File: src/rtl/shapool_job_ctrl.sv
// rtl/shapool_job_ctrl.sv - job sequencer and result capture for the shapool hashing pool
// Optional cycle counter output enabled by SHAPOOL_JOB_CTRL_CYCLE_COUNT_EN.
module shapool_job_ctrl #(
    parameter int POOL_SIZE      = 2,
    parameter int POOL_SIZE_LOG2 = 1,
    parameter int NONCE_LAG      = 2
) (
    input  logic        clk,
    input  logic        reset_n,
    input  logic        job_start,
    input  logic [7:0]  job_msb,
    input  logic        job_abort,
    output logic        busy,
    output logic        pool_reset_n,
    output logic [7:0]  pool_nonce_msb,
    input  logic        pool_success,
    input  logic [31:0] pool_nonce,
    input  logic [7:0]  pool_match_flags,
    output logic        result_valid,
    input  logic        result_ready,
    output logic [1:0]  result_status,
    output logic [31:0] result_nonce,
    output logic [7:0]  result_flags
`ifdef SHAPOOL_JOB_CTRL_CYCLE_COUNT_EN
    ,
    output logic [39:0] result_cycles
`endif
);

    localparam int LW = 32 - POOL_SIZE_LOG2;

    localparam logic [1:0] ST_NONE      = 2'b00;
    localparam logic [1:0] ST_FOUND     = 2'b01;
    localparam logic [1:0] ST_EXHAUSTED = 2'b10;
    localparam logic [1:0] ST_ABORTED   = 2'b11;

    typedef enum logic [1:0] {
        S_IDLE,
        S_START,
        S_RUN,
        S_REPORT
    } state_t;

    state_t            state_q, state_d;
    logic              pool_reset_n_q;
    logic [7:0]        msb_q, msb_d;
    logic              wrap_seen_q, wrap_seen_d;
    logic [LW-1:0]     prev_lower_q, prev_lower_d;
    logic [1:0]        status_q, status_d;
    logic [31:0]       nonce_q, nonce_d;
    logic [7:0]        flags_q, flags_d;

    logic [LW-1:0]             lower;
    logic [LW-1:0]             tested;
    logic [POOL_SIZE_LOG2-1:0] idx;
    logic [31:0]               found_nonce;
    logic                      exhausted;
    logic                      unused_nonce_bits;

    assign lower             = pool_nonce[LW-1:0];
    assign unused_nonce_bits = ^pool_nonce[31:LW];
    // The pool reports its counter NONCE_LAG steps after the nonce that actually hit.
    assign tested            = lower - LW'(NONCE_LAG);
    assign found_nonce       = {idx, tested} ^ {msb_q, 24'h0};
    assign exhausted         = wrap_seen_q && (lower == LW'(NONCE_LAG)) && (prev_lower_q != lower);

    always_comb begin
        idx = '0;
        for (int i = POOL_SIZE - 1; i >= 0; i--) begin
            if (pool_match_flags[i]) begin
                idx = POOL_SIZE_LOG2'(i);
            end
        end
    end

`ifdef SHAPOOL_JOB_CTRL_CYCLE_COUNT_EN
    logic [39:0] cnt_q, cnt_d;
    logic [39:0] cycles_q, cycles_d;
`endif

    always_comb begin
        state_d      = state_q;
        msb_d        = msb_q;
        wrap_seen_d  = wrap_seen_q;
        prev_lower_d = prev_lower_q;
        status_d     = status_q;
        nonce_d      = nonce_q;
        flags_d      = flags_q;
`ifdef SHAPOOL_JOB_CTRL_CYCLE_COUNT_EN
        cnt_d        = cnt_q;
        cycles_d     = cycles_q;
`endif
        case (state_q)
            S_IDLE: begin
                if (job_start) begin
                    msb_d   = job_msb;
                    state_d = S_START;
                end
            end
            S_START: begin
                wrap_seen_d  = 1'b0;
                prev_lower_d = '0;
`ifdef SHAPOOL_JOB_CTRL_CYCLE_COUNT_EN
                cnt_d        = '0;
`endif
                state_d      = S_RUN;
            end
            S_RUN: begin
                prev_lower_d = lower;
                if ((&prev_lower_q) && (lower == '0)) begin
                    wrap_seen_d = 1'b1;
                end
`ifdef SHAPOOL_JOB_CTRL_CYCLE_COUNT_EN
                cnt_d = (&cnt_q) ? cnt_q : cnt_q + 40'd1;
`endif
                // A success coinciding with exhaustion is the pool re-finding nonce 0.
                if (job_abort) begin
                    status_d = ST_ABORTED;
                    state_d  = S_REPORT;
                end else if (exhausted) begin
                    status_d = ST_EXHAUSTED;
                    state_d  = S_REPORT;
                end else if (pool_success) begin
                    status_d = ST_FOUND;
                    nonce_d  = found_nonce;
                    flags_d  = pool_match_flags;
                    state_d  = S_REPORT;
                end
`ifdef SHAPOOL_JOB_CTRL_CYCLE_COUNT_EN
                if (state_d == S_REPORT) begin
                    cycles_d = cnt_d;
                end
`endif
            end
            S_REPORT: begin
                if (result_ready) begin
                    status_d = ST_NONE;
                    nonce_d  = '0;
                    flags_d  = '0;
`ifdef SHAPOOL_JOB_CTRL_CYCLE_COUNT_EN
                    cycles_d = '0;
`endif
                    state_d  = S_IDLE;
                end
            end
            default: state_d = S_IDLE;
        endcase
    end

    always_ff @(posedge clk) begin
        if (!reset_n) begin
            state_q        <= S_IDLE;
            pool_reset_n_q <= 1'b0;
            msb_q          <= '0;
            wrap_seen_q    <= 1'b0;
            prev_lower_q   <= '0;
            status_q       <= ST_NONE;
            nonce_q        <= '0;
            flags_q        <= '0;
        end else begin
            state_q        <= state_d;
            pool_reset_n_q <= (state_d == S_RUN);
            msb_q          <= msb_d;
            wrap_seen_q    <= wrap_seen_d;
            prev_lower_q   <= prev_lower_d;
            status_q       <= status_d;
            nonce_q        <= nonce_d;
            flags_q        <= flags_d;
        end
    end

`ifdef SHAPOOL_JOB_CTRL_CYCLE_COUNT_EN
    always_ff @(posedge clk) begin
        if (!reset_n) begin
            cnt_q    <= '0;
            cycles_q <= '0;
        end else begin
            cnt_q    <= cnt_d;
            cycles_q <= cycles_d;
        end
    end

    assign result_cycles = cycles_q;
`endif

    assign busy           = (state_q != S_IDLE);
    assign pool_reset_n   = pool_reset_n_q;
    assign pool_nonce_msb = msb_q;
    assign result_valid   = (state_q == S_REPORT);
    assign result_status  = status_q;
    assign result_nonce   = nonce_q;
    assign result_flags   = flags_q;

endmodule

File: config.mk
export PLATFORM = sky130hd
export DESIGN_NAME = shapool_job_ctrl
export DESIGN_NICKNAME = d
export VERILOG_FILES = /design/src/rtl/shapool_job_ctrl.sv
export SDC_FILE = /design/constraint.sdc
export NUM_CORES = 1
export LEC_CHECK = 0
export CORE_ASPECT_RATIO = 1.2
export CORE_UTILIZATION = 35
export DETAILED_ROUTE_END_ITERATION = 8
export PLACE_DENSITY = 0.55
export REMOVE_ABC_BUFFERS = 1
export SETUP_SLACK_MARGIN = 0.4
export SLEW_MARGIN = 20
export SYNTH_ARGS = -nofsm -noshare
export SYNTH_HDL_FRONTEND = slang
export SYNTH_SLANG_ARGS = --single-unit
File: constraint.sdc
create_clock -name clk -period 2.8 [get_ports clk]
set_input_delay 0.56 -clock clk [delete_from_list [all_inputs] [get_ports clk]]
set_output_delay 0.56 -clock clk [all_outputs]
set_load 0.1 [all_outputs]
-- Word level (Yosys, flattened, before mapping)
Cells that the tools add are included.
- register bits after elaboration: 85
- latch bits: 0
- memory bits (writable): 0
- ROM bits: 0
- bits of input ports: 54
- output and inout bits: 53
- word-level logic and storage cells: 61
- memories kept: 0
- add/sub/neg operators: 1
- $mul: 0
- div/mod/pow operators: 0
- $lt $le $gt $ge: 0
- eq/ne operators: 12
- shift-type cells: 0
- multiplexer cells: 26
- bitwise logic cells: 1
- reduce and logical (&&, ||, !) cells: 13
- operator list (cell ; number):
    2-to-1 mux 32 bit ; 4
    one-hot mux 32 bit (2 select lines) ; 1
    one-hot mux 31 bit (2 select lines) ; 1
    2-to-1 mux 8 bit ; 4
    bitwise XOR 32 bit ; 1
    equality test 31 x 2 -> 1 bit (second input constant) ; 1
    logical NOT 31 bit ; 1
    != test 31 bit ; 1
    AND reduction 31 bit ; 1
    subtractor 31 x 2 -> 31 bit (second input constant) ; 1
    2-to-1 mux 2 bit ; 9
    one-hot mux 8 bit (2 select lines) ; 1
    != test 2 bit (second input constant) ; 4
    one-hot mux 2 bit (4 select lines) ; 1
    equality test 2 bit (second input constant) ; 3
    nonzero test 2 bit ; 3
    AND reduction 5 bit ; 1
    != test 4 bit (second input constant) ; 1
    one-hot mux 2 bit (2 select lines) ; 1
    AND reduction 2 bit ; 2
    logical AND 1 bit ; 3
    2-to-1 mux 1 bit ; 3
    AND reduction 3 bit ; 1
    equality test 2 x 1 -> 1 bit (second input constant) ; 1
    other kinds (3) ; 3

-- Longest topological paths before layout
Gate-level depths: netlist of run 1.
- depth after elaboration: 7
- gate-level depth with buffers: 8
- depth with buffers taken out: 8

-- Worst setup path after synthesis of run 1
No wires, ideal clock.
- kind: input-to-reg
- start point: in pool_nonce[5]
- end point: reg nonce_q[23] (netlist: result_nonce[23])
- setup time: 0.125 ns
- data arrival time: 2.486 ns
- required time: 2.675 ns
- setup slack: 0.188 ns
- cell stages on the path: 8
- buffers on the path: 2
- path through: buf_2 > or4_1 > buf_2 > or4_4 > nor4b_4 > xnor2_1 > o31a_1 > o21ai_2
- cells in the longest elaborated chain, start to end: 6
- elaborated cells on any way between the ends: 12
- classes of those cells: add/sub: 1; eq/ne: 3; mux: 4; bitwise: 1; reduce/logical: 3
- ends and longest elaborated chain (what ; RTL line ; source):
    from (decl) ; 17 ; input logic [31:0] pool_nonce,
    subtractor 31 x 2 -> 31 bit ; 63 ; assign tested = lower - LW'(NONCE_LAG);
    bitwise XOR 32 bit ; 64 ; assign found_nonce = {idx, tested} ^ {msb_q, 24'h0};
    2-to-1 mux 32 bit ; 123 ; end else if (pool_success) begin
    2-to-1 mux 32 bit ; 120 ; end else if (exhausted) begin
    2-to-1 mux 32 bit ; 117 ; if (job_abort) begin
    one-hot mux 32 bit (2 select lines) ; 93 ; case (state_q)
    to (signal assigned) ; 167 ; nonce_q <= nonce_d;
    to (decl) ; 50 ; logic [31:0] nonce_q, nonce_d;
Several ways; a longest one is shown, not always the timed one. The select of a mux whose other input is x is not followed.
A chain may end at the register's enable or synchronous reset.

-- Worst setup path in the final report of run 1
- start point: in pool_nonce[11]
- end point: reg nonce_q[19] (netlist: result_nonce[19])
The elaborated chain is that of the path after synthesis.

==> flow_summary.toml, run 1 <==
[placed_design]
port_buffers = 105
place_ws_ns = -0.384
dp_hpwl_mm = 11.1
place.gp.congestion = 0.854

[global_route]
grt_util_met3 = 0.0263
antenna_found_initial = 1
overflow = 0
grt_pass1_vias = 4751
grt.total_usage = 0.215
use_met1 = 0.281
grt_pass1_wl_mm = 24.2
grt-busiest-layer = "met2"
grtUsageMet2 = 0.359
grt_max_degree = 125

[timing]
slew_violations = 0
period_minus_slack_ns = 2.39
worst_slack_ns = 0.409
fin_skew_ns = 0.00705
maxSlewHeadroom = 0.516
worst_pin_slew_ns = 0.726
fin_crit_sh = 0.854
hold_violations = 0
rsz0062_at_grt = "true"
setup_viol = 0
fmax_ghz = 0.418

[power_and_ir_drop]
combinationalPowerShare = 0.359
p_sw_mw = 1.61
power.density_mw_per_mm2 = 586
ir_worst_vdd_mv = 0.423
p_seq_frac = 0.340
swShare = 0.395
p_int_mw = 2.46
leakage_nw = 2.55
clkPwrFrac = 0.301

[logic_synthesis]
synth_flop_cell = "dfxtp_1"
synth_async_sr_flop_share = 0
synth_edf_count = 0
synth_area_mm2 = 0.00491
ys_warn_count = 0
syn_inst = 606
synth_seq_cells = 85
ys_seq_area_frac = 0.347
synth_cell_types = 47
syn_avg_cell_area_um2 = 8.10

[clock_network]
htree_levels = 3
clkSlewWorstSetupHoldPaths_ns = 0.07
cts_buffers = 9
clk_path_buf_depth = 2
cts.sinks = 85
hold_buffers = 0
cts_tree = "built"
root_buffer = "clkbuf_16"
insertion_delay_ns = 0.35

[die]
rows = 47
die_height_um = 132
ios = 107
dieArea_mm2 = 0.0145
initial_core_util = 0.357
die_x_um = 110
core_area_mm2 = 0.0138

[finish]
final_cell_mix = "buf_4 (109), nand3_1 (87), dfxtp_1 (85)"
mostFrequentLayoutCell = "buf_4"
layout-drive-gt1-share = 0.237
fin_nets = 802
area_growth_pct = 41.4
utilization = 0.504

[detailed_routing]
avgViaCountPerCell = 5.35
vias = 4921
first_iter_violations = 193
ant_nets = 0
wl_per_cell_um = 16.9
drc = 0
wirelength_mm = 15.5
drtPass1Iterations = 5

[critical_path]
r2r_start = "state_q[0]$_SDFF_PN0_"
arrival_ns = 2.68
start_kind = "input port"
regToRegSetupSlack_ns = 0.62
criticalPathCategory = "in -> reg"
worstPathRequired_ns = 3.09
crit_fanout = 3
endpoint_kind = "register"
startpoint = "pool_nonce[11]"

[worst_hold_path]
hold_start = "result_status[1]$_SDFFE_PN0P_"
hold_class = "reg -> reg"

[outcome]
status = "complete, no violations"

[job]
maxCapViolCount = 0
[path summary, 6_finish.rpt]
check | end | cells past startpoint
worst max-delay path | result_nonce[19]$_SDFFE_PN0P_ | 8
worst min-delay path | result_status[1]$_SDFFE_PN0P_ | 2
worst max register to register | prev_lower_q[5]$_SDFFE_PN0P_ | 7
worst min register to register | result_status[1]$_SDFFE_PN0P_ | 2
[area by class of cell]
cell class	instances	area, um2
inverters	6	22.5
well taps	171	214
multi-input cells	463	3170
diodes	1	2.50
clock buffers	12	246
repair buffers	177	1540
flip-flops and latches	85	1700
fillers	1349	6820
clock inverters	4	47.5
[synth_stat cells (all sizes together), types with 2 or more instances]
| library cell | instances | area, um2 |
|---|---|---|
| or3 | 2 | 12.5 |
| o41a | 2 | 22.5 |
| or4 | 6 | 48.8 |
| nor4b | 2 | 32.5 |
| inv | 6 | 22.5 |
| xor2 | 5 | 43.8 |
| dfxtp | 85 | 1700 |
| o21bai | 2 | 15.0 |
| nor3b | 2 | 25.0 |
| o21ai | 44 | 224 |
| a211o | 2 | 17.5 |
| o31a | 17 | 149 |
| nand3b | 2 | 15.0 |
| ha | 6 | 75.1 |
| nand3 | 88 | 440 |
| nand4 | 22 | 138 |
| clkbuf | 45 | 169 |
| a32oi | 10 | 87.6 |
| o31ai | 2 | 15.0 |
| a21oi | 32 | 160 |
| xnor2 | 61 | 534 |
| buf | 7 | 40.0 |
| nor2b | 65 | 407 |
| nor4 | 10 | 68.8 |
| nand2 | 21 | 78.8 |
| nand2b | 2 | 12.5 |
| o21a | 9 | 67.6 |
| a21boi | 10 | 75.1 |
| nor2 | 15 | 56.3 |
| a31oi | 3 | 18.8 |
| or2 | 2 | 12.5 |
| nor3 | 13 | 70.1 |
[critical path, stage by stage]
cell and delay [ns]:
dlygate4sd2_1 0.25, or4_4 0.52, or4_4 0.58, buf_4 0.17, nor4_2 0.16, xnor2_1 0.12, o31a_1 0.25, o21ai_1 0.06
[through the flow]
stage	instance area [um2]	instances	hold slack [ns]	TNS [ns]	total power [mW]
floorplan	4700	554	0.559	-39.68	2.30
global placement	6310	887	0.451	-8.60	2.82
detailed placement	6310	887	0.456	-8.97	2.84
CTS	6870	915	0.465	0	4.08
global route	6940	919	0.499	0	4.23
finish	6940	919	0.466	0	4.07
[power by group through the flow]
| stage | sequential [mW] | combinational, mW | clock (mW) |
|---|---|---|---|
| after CTS | 1.38 | 1.46 | 1.24 |
| after detailed placement | 1.40 | 1.43 | 0 |
| after global placement | 1.40 | 1.42 | 0 |
| final | 1.38 | 1.46 | 1.23 |
| after global routing | 1.39 | 1.55 | 1.29 |
| after floorplan | 1.76 | 0.546 | 0 |
[sequential cells by signal, summed over array words and instances (netlist names)]
register        cells
pool_reset_n        1
pool_nonce_msb      8
state_q             2
result_flags        8
result_nonce       32
result_status       2
wrap_seen_q         1
prev_lower_q       31
[timing repair]
action,in CTS,in global routing
setup endpoints to repair,44,43
endpoints found under the hold margin,0,0
buffers inserted,12,3
pin swaps,20,9
gates resized for setup,62,14
[cell families after synthesis]
family	share of synthesized area
simple gates	0.293
buf+inv	0.0472
flops	0.347
fa+ha+maj	0.0153
compound gates	0.180
xor+xnor	0.118
[routing by layer]
metal | part of all wire | wire (um)
met1 | 0.44 | 6810
met5 | 0 | 0
met4 | 0.015 | 234
met3 | 0.044 | 681
met2 | 0.50 | 7800
Note: power is estimated with default switching activity, not from simulation.
==> run 2, diff against run 1 <==
Settings changed: GPL_TIMING_DRIVEN set to 1, RECOVER_POWER set to 50.
==> run 2 against run 1 <==
  * Wire length grew 0.35%
  * Final cell count is the same
  * Worst setup slack gained 0.0030 ns
  * Hold slack lost 0.0010 ns
  * Non-clock buffer count is the same
  * Total power shrank 1.1%
  * Maximum frequency grew 0.13%
  * Register-to-register slack lost 0.17 ns
  * Die area is the same
  * Critical path type unchanged
==> flow_summary.toml, run 2 (synthesized netlist as in run 1, its figures left out) <==
[outcome]
status = "complete, no violations"

[timing]
setup_tns_ns = 0
maxSlewHeadroom = 0.199
worst_pin_slew_ns = 1.21
fin_skew_ns = 0.00691
period_minus_slack_ns = 2.39
fmax_ghz = 0.419
fin_crit_sh = 0.853
slew_violations = 0
setup_viol = 0
hold_violations = 0
rsz0062_at_grt = "true"

[clock_network]
cts_buffers = 9
clk_path_buf_depth = 2
insertion_delay_ns = 0.35
cts_tree = "built"
clkSlewWorstSetupHoldPaths_ns = 0.07
root_buffer = "clkbuf_16"
cts.sinks = 85
htree_levels = 3

[worst_hold_path]
hold_class = "reg -> reg"
holdPathStages = 2
min_to = "result_status[1]$_SDFFE_PN0P_"
hold_start = "result_status[1]$_SDFFE_PN0P_"

[finish]
utilization = 0.490
largest_reg_flops = 32
layout-drive-gt1-share = 0.169
area_growth_pct = 37.5
fin_nets = 802
mostFrequentLayoutCell = "nand3_1"
final_cell_mix = "nand3_1 (87), dfxtp_1 (85), nor2b_1 (65)"

[detailed_routing]
first_iter_violations = 212
vias = 4925
avgViaCountPerCell = 5.36
ant_nets = 0
drtPass1Iterations = 5
wirelength_mm = 15.6
drc = 0
wl_per_cell_um = 16.9

[critical_path]
criticalPathCategory = "in -> reg"
r2r-end = "prev_lower_q[5]$_SDFFE_PN0P_"
r2r_cells = 7
regToRegSetupSlack_ns = 0.45
arrival_ns = 2.67
endpoint_kind = "register"
worstPathRequired_ns = 3.09
r2r_start = "state_q[0]$_SDFF_PN0_"
start_kind = "input port"
crit_fanout = 3

[power_and_ir_drop]
swShare = 0.400
p_int_mw = 2.42
p_sw_mw = 1.61
leakage_nw = 2.33
combinationalPowerShare = 0.352
clkPwrFrac = 0.305
power.density_mw_per_mm2 = 596
p_seq_frac = 0.343
ir_worst_vdd_mv = 0.396

[placed_design]
dp_hpwl_mm = 11.1
port_buffers = 105
place.gp.congestion = 0.854

[global_route]
antenna_found_initial = 1
grt_pass1_wl_mm = 24.2
overflow = 0
grt.total_usage = 0.215
grt_max_degree = 125
grt_pass1_vias = 4751

[job]
maxCapViolCount = 0

[die]
initial_core_util = 0.357
ios = 107
die_x_um = 110
rows = 47
die_height_um = 132
core_area_mm2 = 0.0138
dieArea_mm2 = 0.0145
-- run 2: changes by cell type in the layout (fill, tap and decap cells not counted) --
| cell | delta |
|---|---|
| clkbuf_1 | +51 |
| and2_1 | -1 |
| buf_4 | -52 |
| clkbuf_2 | +1 |
| and2_0 | +1 |
| clkdlybuf4s50_1 | -1 |
| dlygate4sd3_1 | +1 |
-- run 2: critical path: stages --
cell and delay (ns):
dlygate4sd2_1 0.25, or4_4 0.52, or4_4 0.58, buf_4 0.17, nor4_2 0.16, xnor2_1 0.12
o31a_1 0.25, o21ai_1 0.06
-- run 2: metal layers --
layer | vias to the layer above | wire length (um) | GRT usage
li1 | 2435 | - | -
met1 | 2344 | 6900 | 0.281
met2 | 129 | 7780 | 0.359
met3 | 17 | 659 | 0.0263
met4 | 0 | 243 | 0.0760
met5 | - | 0 | 0
-- run 2: through the flow --
step / hold WS, ns / total power, mW / std cells / area, um2 / setup WS, ns
after floorplan: 0.559 / 2.30 / 554 / 4700 / -0.991
after global placement: 0.451 / 2.82 / 887 / 6310 / -0.294
after detailed placement: 0.456 / 2.84 / 887 / 6310 / -0.384
after CTS: 0.465 / 4.08 / 915 / 6870 / 0.403
after global routing: 0.496 / 4.18 / 919 / 6750 / 0.268
final: 0.465 / 4.02 / 919 / 6750 / 0.412
-- run 2: cell type report --
type / count / area (um2)
fill: 1406 / 7010
tap: 171 / 214
multi-input combinational: 463 / 3170
sequential: 85 / 1700
antenna: 1 / 2.50
inverter: 6 / 22.5
clock buffer: 12 / 246
timing repair buffer: 177 / 1340
clock inverter: 4 / 47.5
-- run 2: power groups by stage --
stage	combinational, mW	clock [mW]	sequential (mW)
after floorplan	0.546	0	1.76
after global placement	1.42	0	1.40
after CTS	1.46	1.24	1.38
after global routing	1.51	1.29	1.39
after detailed placement	1.43	0	1.40
final	1.42	1.23	1.38
-- run 2: worst max-delay path by stage --
stage / end / depth (start not counted) / from
finish: result_nonce[19]$_SDFFE_PN0P_ / 8 / pool_nonce[11]
global route: prev_lower_q[5]$_SDFFE_PN0P_ / 7 / state_q[0]$_SDFF_PN0_
CTS: result_nonce[3]$_SDFFE_PN0P_ / 11 / pool_nonce[23]
detailed placement: result_nonce[29]$_SDFFE_PN0P_ / 9 / pool_nonce[4]
global placement: result_nonce[29]$_SDFFE_PN0P_ / 9 / pool_nonce[12]
floorplan: result_nonce[9]$_SDFFE_PN0P_ / 6 / pool_nonce[12]
-- run 2: timing repair --
item | in CTS | in global routing
pin swaps | 20 | 9
hold buffers | 0 | 0
gates resized for setup | 62 | 14
buffers inserted | 12 | 3
setup endpoints to repair | 44 | 43
==> run 3, diff against run 2 <==
Settings changed: CORE_MARGIN set to 3, CTS_CLUSTER_DIAMETER set to 150.
==> run 3 against run 2 <==
  * Final area grew 0.78%
  * Clock skew grew 0.0013 ns
  * Total power grew 1.3%
  * Utilization grew 1.5 points
  * Worst setup slack gained 0.076 ns
  * Combinational power is essentially flat
  * Non-clock buffer count grew 2
  * Sequential share of layout area shrank 0.19 points
  * Register-to-register slack gained 0.09 ns
  * Die area grew 6.8%
==> flow_summary.toml, run 3 (synthesized netlist as in run 1, its figures left out) <==
[outcome]
status = "complete, no violations"

[clock_network]
insertion_delay_ns = 0.34
clkSlewWorstSetupHoldPaths_ns = 0.06
clk_path_buf_depth = 2
cts.sinks = 85
cts_buffers = 9
htree_levels = 3
cts_tree = "built"
root_buffer = "clkbuf_16"

[global_route]
grt_pass1_vias = 4810
grt_pass1_wl_mm = 25.4
grt.total_usage = 0.204
antenna_found_initial = 0
grt_max_degree = 125
overflow = 0

[finish]
mostFrequentLayoutCell = "nand3_1"
insertedDiodeCount = 0
stdcell_count = 917
area_growth_pct = 38.6
fill_cells = 1328
largest_reg_flops = 32
fin_nets = 804
layout-drive-gt1-share = 0.184
design_area_mm2 = 0.00680
final_cell_mix = "nand3_1 (87), dfxtp_1 (85), nor2b_1 (65)"

[critical_path]
crit_slowest_cell = "or4_4"
cpMostUsedCell = "buf_6"
arrival_ns = 2.55
endpoint_kind = "register"
path_cells = "dlygate4sd2_1, or4_4, nor3b_4, nand3_2, a211oi_4, buf_6, buf_6, o31ai_1, o21bai_1"
worstPathRequired_ns = 3.03
crit_fanout = 8
cp_top_family = "simple AND/OR/NAND/NOR gates"
crit_buf_inv = 3
cp.depth = 9
start_kind = "input port"
criticalPathCategory = "in -> reg"
max_stage_delay_ns = 0.57
r2r_cells = 7

[placed_design]
place.gp.congestion = 0.845
port_buffers = 105
dp_hpwl_mm = 11.2
dpl-instance-area_mm2 = 0.00631
place_ws_ns = -0.342
dp_cells = 887

[die]
initial_core_util = 0.364
die_x_um = 114
die_height_um = 136
ios = 107
rows = 46
core_area_mm2 = 0.0135
dieArea_mm2 = 0.0155

[detailed_routing]
drc = 0
first_iter_violations = 327
wirelength_mm = 15.7
wl_per_cell_um = 17.1
drtPass1Iterations = 5
ant_nets = 0
avgViaCountPerCell = 5.36
vias = 4916

[timing]
fin_skew_ns = 0.00820
hold_violations = 0
period_minus_slack_ns = 2.31
maxSlewHeadroom = 0.204
worst_slack_ns = 0.487
slew_violations = 0
rsz0062_at_grt = "false"
fin_crit_sh = 0.826
fmax_ghz = 0.432
setup_viol = 0
worst_pin_slew_ns = 1.20

[power_and_ir_drop]
ir_worst_vdd_mv = 0.321
power.density_mw_per_mm2 = 600
leakage_nw = 2.39

[worst_hold_path]
holdPathStages = 2
hold_class = "reg -> reg"

[job]
maxCapViolCount = 0
==> run 3: cell count changes in the layout (fill, tap and decap cells not counted), sizes merged <==
cell           before  now
dlymetal6s2s        5   10
clkdlybuf4s50      22   21
clkbuf             64   73
clkinv              2    3
clkinvlp            1    0
diode               1    0
dlygate4sd2        20    8
bufinv              1    2
==> run 3: repair_timing <==
| action | in CTS | in global routing |
|---|---|---|
| endpoints found under the hold margin | 0 | 0 |
| pin swaps | 18 | 20 |
| setup endpoints to repair | 44 | 44 |
| buffers inserted | 10 | 4 |
| gates cloned | 0 | 0 |
| hold buffers | 0 | 0 |
| gates resized for setup | 61 | 46 |
==> run 3: worst paths after layout <==
| kind | startpoint | end | slack, ns |
|---|---|---|---|
| min reg2reg | result_status[0]$_SDFFE_PN0P_ | result_status[0]$_SDFFE_PN0P_ | 0.46 |
| min | result_status[0]$_SDFFE_PN0P_ | result_status[0]$_SDFFE_PN0P_ | 0.46 |
| max | pool_nonce[17] | result_nonce[9]$_SDFFE_PN0P_ | 0.49 |
| max reg2reg | state_q[0]$_SDFF_PN0_ | prev_lower_q[28]$_SDFFE_PN0P_ | 0.54 |
==> run 3: layout make-up <==
class | count | area [um2] | area share
clock buffer | 11 | 233 | 0.0342
multi-input combinational | 463 | 3200 | 0.471
inverter | 6 | 22.5 | 0.00331
tap | 168 | 210 | 0.0309
clock inverter | 5 | 75.1 | 0.0110
timing repair buffer | 179 | 1360 | 0.199
sequential | 85 | 1700 | 0.250
==> run 3: worst register-to-register path: cells and delay by family, from the launching register on <==
family | cells | cell delay (ns)
buffers and inverters | 3 | 0.96
adders and majority gates | 1 | 0.41
DFF | 1 | 0.33
and+or+nand+nor | 2 | 0.33
AOI/OAI and AO/OA | 1 | 0.16
==> run 3: routing by layer <==
layer  GRT usage  part of all wire  vias to the layer above
met5           0                 0                        -
met3      0.0357             0.046                       18
met4      0.0660             0.019                        0
met2       0.329              0.48                      117
met1       0.276              0.45                     2343
li1            -                 -                     2438
==> run 3: metrics by stage <==
| stage | TNS [ns] | power (mW) | hold slack, ns | util |
|---|---|---|---|---|
| finish | 0 | 4.08 | 0.456 | 0.505 |
| global route | 0 | 4.27 | 0.485 | 0.505 |
| CTS | 0 | 4.14 | 0.460 | 0.511 |
| detailed placement | -12.88 | 2.83 | 0.467 | 0.469 |
| global placement | -11.27 | 2.81 | 0.446 | 0.469 |
| floorplan | -39.68 | 2.30 | 0.559 | - |
==> run 3: power breakdown <==
part | switching [mW] | internal [mW]
logic | 1.02 | 0.398
clock network | 0.495 | 0.778
registers | 0.0806 | 1.30
total | 1.60 | 2.48
==> RTL change 1, RTL diff (flow settings as in run 3) <==
The option `SHAPOOL_JOB_CTRL_CYCLE_COUNT_EN` is turned on by a define.
--- a/src/rtl/shapool_job_ctrl.sv
+++ b/src/rtl/shapool_job_ctrl.sv
@@ -1,5 +1,7 @@
 // rtl/shapool_job_ctrl.sv - job sequencer and result capture for the shapool hashing pool
 // Optional cycle counter output enabled by SHAPOOL_JOB_CTRL_CYCLE_COUNT_EN.
+`define SHAPOOL_JOB_CTRL_CYCLE_COUNT_EN
+
 module shapool_job_ctrl #(
     parameter int POOL_SIZE      = 2,
     parameter int POOL_SIZE_LOG2 = 1,
Behaviour (old outputs only; new: result_cycles): unchanged (equiv_simple and equiv_induct, registers matched by name and starting in step).
==> RTL change 1 against run 3 <==
- setup slack worse by 0.11 ns
- cell area is 67% higher
- routed wire length is 70% higher
- sequential cell count is 80 higher
- register-to-register slack worse by 0.12 ns
- total power is 98% higher
- sequential share of layout area is 4.5 points higher
- global-route usage is 0.16 points lower
- area after synthesis is 67% higher
- critical path type unchanged
- critical endpoint is now result_cycles[18]
==> RTL change 1: results (changes against run 3) <==
The launch point of the worst reg-to-reg path was prev_lower_q[27] (was state_q[0]). The worst slack after detailed placement is -0.413 ns (was -0.342 ns), and the layout overhead on the synthesized area is 39.0% (was 38.6%). The number of tap cells inserted is 310 (was 168). The tools report the endpoint of the worst hold path as prev_lower_q[14] (was result_status[0]). The class of the tightest hold or removal check is input pin to flip-flop (was flip-flop to flip-flop). The run gives 38.1% (was 34.9%) as the combinational group share of total power. For the multi-input combinational cell count, the log shows 665 (was 463).

The iteration count of the initial detailed-routing pass is 4 (was 5). The tools report the worst slew margin relative to its limit as 19.7% (was 20.4%). The number of filler instances in the final layout came out at 2,277 (was 1,328). The buffer share of cell area came out at 18.2% (was 19.9%). The final-layout clock-cell area share was 5.16% (was 4.53%). The worst hold slack was 0.436 ns (was 0.456 ns). The tools report the startpoint of the most critical setup path as pool_nonce[9] (was pool_nonce[17]). The biggest cell delay along the critical path works out to 0.52 ns (was 0.57 ns). The post-route fraction of the period consumed by the critical path is 86.5% (was 82.6%). Proportion of synthesized chip area in sequential cells: 40.4% (was 34.7%). The run finished with clean final reports. The tools report the cell-internal power as 4.83 mW (was 2.48 mW). The end point of the critical path was result_cycles[18] (was result_nonce[9]). Top area cells in the synthesized netlist: sky130_fd_sc_hd__dfxtp_1 40%, sky130_fd_sc_hd__xnor2_1 7.1%, sky130_fd_sc_hd__nor2_1 4.4%, sky130_fd_sc_hd__a22o_1 4.3%, sky130_fd_sc_hd__xor2_1 4.2% (was sky130_fd_sc_hd__dfxtp_1 35%, sky130_fd_sc_hd__xnor2_1 11%, sky130_fd_sc_hd__nand3_1 9.0%, sky130_fd_sc_hd__nor2b_1 8.3%, sky130_fd_sc_hd__o21ai_1 3.9%).

The number of diodes is 1 (was 0), and the biggest fanout along the worst timing path is 7 (was 8). The global-route total usage across every layer is 20.2% (was 20.4%). The H-tree depth was 4 (was 3).

The count of plain and timing-repair buffers in the layout was 270 (was 179). The run gives 73 (was 47) as the number of distinct library cells after synthesis. The critical hold path startpoint was pool_nonce[14] (was result_status[0]). Endpoint of the lowest-slack register-to-register path: result_cycles[18] (was prev_lower_q[28]).

The clock buffer count from CTS is 17 (was 9). The total cell area at the placement stage is 10,300 um2 (was 6310 um2). The number of global-route vias before repair is 7,615 (was 4,810), and the reg-to-reg setup timing slack is 0.42 ns (was 0.54 ns).

The met1 layer wirelength in the final routing is 11.2 mm (was 7.15 mm), and the multiplexer fraction of the synthesized cell area is 1.36% (was 0%).
## RTL change 1: cell types whose count changed after synthesis, sizes merged, moves of 48 or more
cell	change
nand3	-48
nor2	+82
nor2b	-63
dfxtp	+80
## RTL change 1: per-layer routing
| metal | track usage, % | vias up |
|---|---|---|
| li1 | - | 3766 |
| met1 | 23.8 | 3648 |
| met2 | 37.2 | 200 |
| met3 | 4.16 | 44 |
| met4 | 5.82 | 0 |
| met5 | 0 | - |
## RTL change 1: per-stage QoR
| stage | std cells | TNS [ns] |
|---|---|---|
| floorplan | 845 | -74.72 |
| global placement | 1394 | -29.67 |
| detailed placement | 1394 | -29.05 |
| CTS | 1438 | 0 |
| global route | 1456 | 0 |
| finish | 1457 | 0 |
## RTL change 1: timing repair
action                     in CTS  in global routing
hold endpoints to repair        0                  0
hold buffers                    0                  0
setup buffers                   7                 13
resized for setup             121                 83
pin swaps                      17                 37
gates cloned                    6                  5
setup endpoints to repair      96                105
==> RTL change 2, RTL diff (settings of run 3) <==
Without the edit above. Register the output `result_status` once more, cleared by the reset; this adds one clock of latency there. The other outputs are not delayed to match.
--- a/src/rtl/shapool_job_ctrl.sv
+++ b/src/rtl/shapool_job_ctrl.sv
@@ -187,7 +187,13 @@
     assign pool_reset_n   = pool_reset_n_q;
     assign pool_nonce_msb = msb_q;
     assign result_valid   = (state_q == S_REPORT);
-    assign result_status  = status_q;
+    always_ff @(posedge clk) begin
+        if (!reset_n) begin
+            result_status <= '0;
+        end else begin
+            result_status <= status_q;
+        end
+    end
     assign result_nonce   = nonce_q;
     assign result_flags   = flags_q;
 
Check against the original RTL: not equivalent (a bounded check fails within 4 cycles, from zero or initial values and one cycle with reset_n low).
==> RTL change 2 against run 3 <==
- routed wire length down 14%
- area after synthesis down 11%
- setup slack worse by 0.034 ns
- global-route usage down 1.1 points
- total power up 17%
- cell area down 9.9%
- sequential power up 9%
- sequential cell count up 2
- highest routed layer unchanged
==> RTL change 2: results (changes against run 3) <==
The run gives 0 (unchanged) as the initial antenna violation count. The final routed wirelength across all metal layers is 13.4 mm (was 15.7 mm). The logs give 3,993 (was 4,810) for the number of global-route vias before repair and 0.857 (was 0.845) for the final estimated routing congestion in global placement.

The run gives 1 (was 10) as the number of setup buffers added after CTS. The routed length per instance was 16.0 um (was 17.1 um); the worst-case vdd ir drop was 0.305 mV (was 0.321 mV). The flow ran to the end, and the final reports show no timing, DRC or antenna violations. Top area cells in the synthesized netlist: sky130_fd_sc_hd__dfxtp_1 40%, sky130_fd_sc_hd__xor2_1 8.8%, sky130_fd_sc_hd__nand2_1 6.4%, sky130_fd_sc_hd__a21oi_1 5.1%, sky130_fd_sc_hd__nor2b_1 5.0% (was sky130_fd_sc_hd__dfxtp_1 35%, sky130_fd_sc_hd__xnor2_1 11%, sky130_fd_sc_hd__nand3_1 9.0%, sky130_fd_sc_hd__nor2b_1 8.3%, sky130_fd_sc_hd__o21ai_1 3.9%).

The gate count of the mapped netlist is 529 (was 606). Clock skew after layout: 0.00630 ns (was 0.00820 ns). The pin slew with the least headroom to its limit was 1.21 ns (was 1.20 ns); the final layout net count was 735 (was 804). The logs give 45 (was 125) for the largest net degree at the start of global routing and 19.3% (was 20.4%) for the global-route total usage across every layer. The number of distinct library cells after synthesis was 44 (was 47). The initial detailed-routing violation count was 212 (was 327); the number of filler instances in the final layout was 1,225 (was 1,328).

The logs give 2.51 nW (was 2.39 nW) for the leakage dissipation and 4,211 (was 4,916) for the number of vias in the routed layout. The worst reg2reg path depth was 8 (was 7). Top cell types by occurrence after synthesis: 87 x sky130_fd_sc_hd__dfxtp_1, 74 x sky130_fd_sc_hd__nand2_1, 44 x sky130_fd_sc_hd__a21oi_1, 44 x sky130_fd_sc_hd__xor2_1, 43 x sky130_fd_sc_hd__nor2_1 (was 88 x sky130_fd_sc_hd__nand3_1, 85 x sky130_fd_sc_hd__dfxtp_1, 65 x sky130_fd_sc_hd__nor2b_1).

The wire length of the first global-routing pass is 20.9 mm (was 25.4 mm), and the iteration count of the initial detailed-routing pass is 4 (was 5). The tools report the cell count after placement as 818 (was 887). The worst endpoint data arrival time is 2.58 ns (was 2.55 ns).

Post-cts repair resize count: 37 (was 61). The proportion of layout cells with a drive suffix above 1 was 16.2% (was 18.4%). The biggest cell delay along the critical path is 0.51 ns (was 0.57 ns). The half-perimeter wire length of the detailed placement result came out at 9.75 mm (was 11.2 mm).
[RTL change 2: path summary, 6_finish.rpt]
path,start,endpoint,slack (ns)
worst max-delay path,pool_nonce[22],status_q[1],0.45
worst min-delay path,result_flags[2],result_flags[2],0.46
worst max register to register,prev_lower_q[9],result_nonce[0],0.71
worst min register to register,result_flags[2],result_flags[2],0.46
[RTL change 2: logic make-up after synthesis]
group | after synthesis | share of synthesized area, %
AO/OA/AOI/OAI | 86 | 11.3
buffers and inverters | 45 | 4.68
adder cells (fa/ha/maj) | 6 | 1.72
XOR/XNOR | 66 | 13.3
flip-flops | 87 | 40.0
AND/OR/NAND/NOR | 227 | 26.3
multiplexers | 12 | 2.76
[RTL change 2: where the power goes]
group / internal (mW) / leakage [nW] / switching [mW]
logic: 0.584 / 1.66 / 1.47
registers: 1.39 / 0.705 / 0.107
clock network: 0.712 / 0.146 / 0.487
[RTL change 2: per-stage QoR]
stage	instance area (um2)	power (mW)	util [%]
5_1_grt	6130	5.00	50.6
4_1_cts	6200	4.82	51.2
3_3_place_gp	5780	3.57	47.7
6_report	6130	4.75	50.6
2_1_floorplan	4200	2.93	-
3_5_place_dp	5780	3.60	47.7
[RTL change 2: cell type report]
class	instances	share of cell area [%]
repair buffers	168	21.2
clock inverters	4	0.735
clock buffers	12	4.02
inverters	12	0.735
flip-flops and latches	87	28.4
multi-input cells	397	41.6
well taps	161	3.29
[RTL change 2: layer usage]
layer | GRT usage, % | up-vias | share of wire (%)
li1 | - | 2102 | -
met1 | 26.0 | 2004 | 45
met3 | 2.62 | 16 | 4.6
met2 | 30.5 | 89 | 49
met4 | 8.69 | 0 | 1.8
met5 | 0 | - | 0
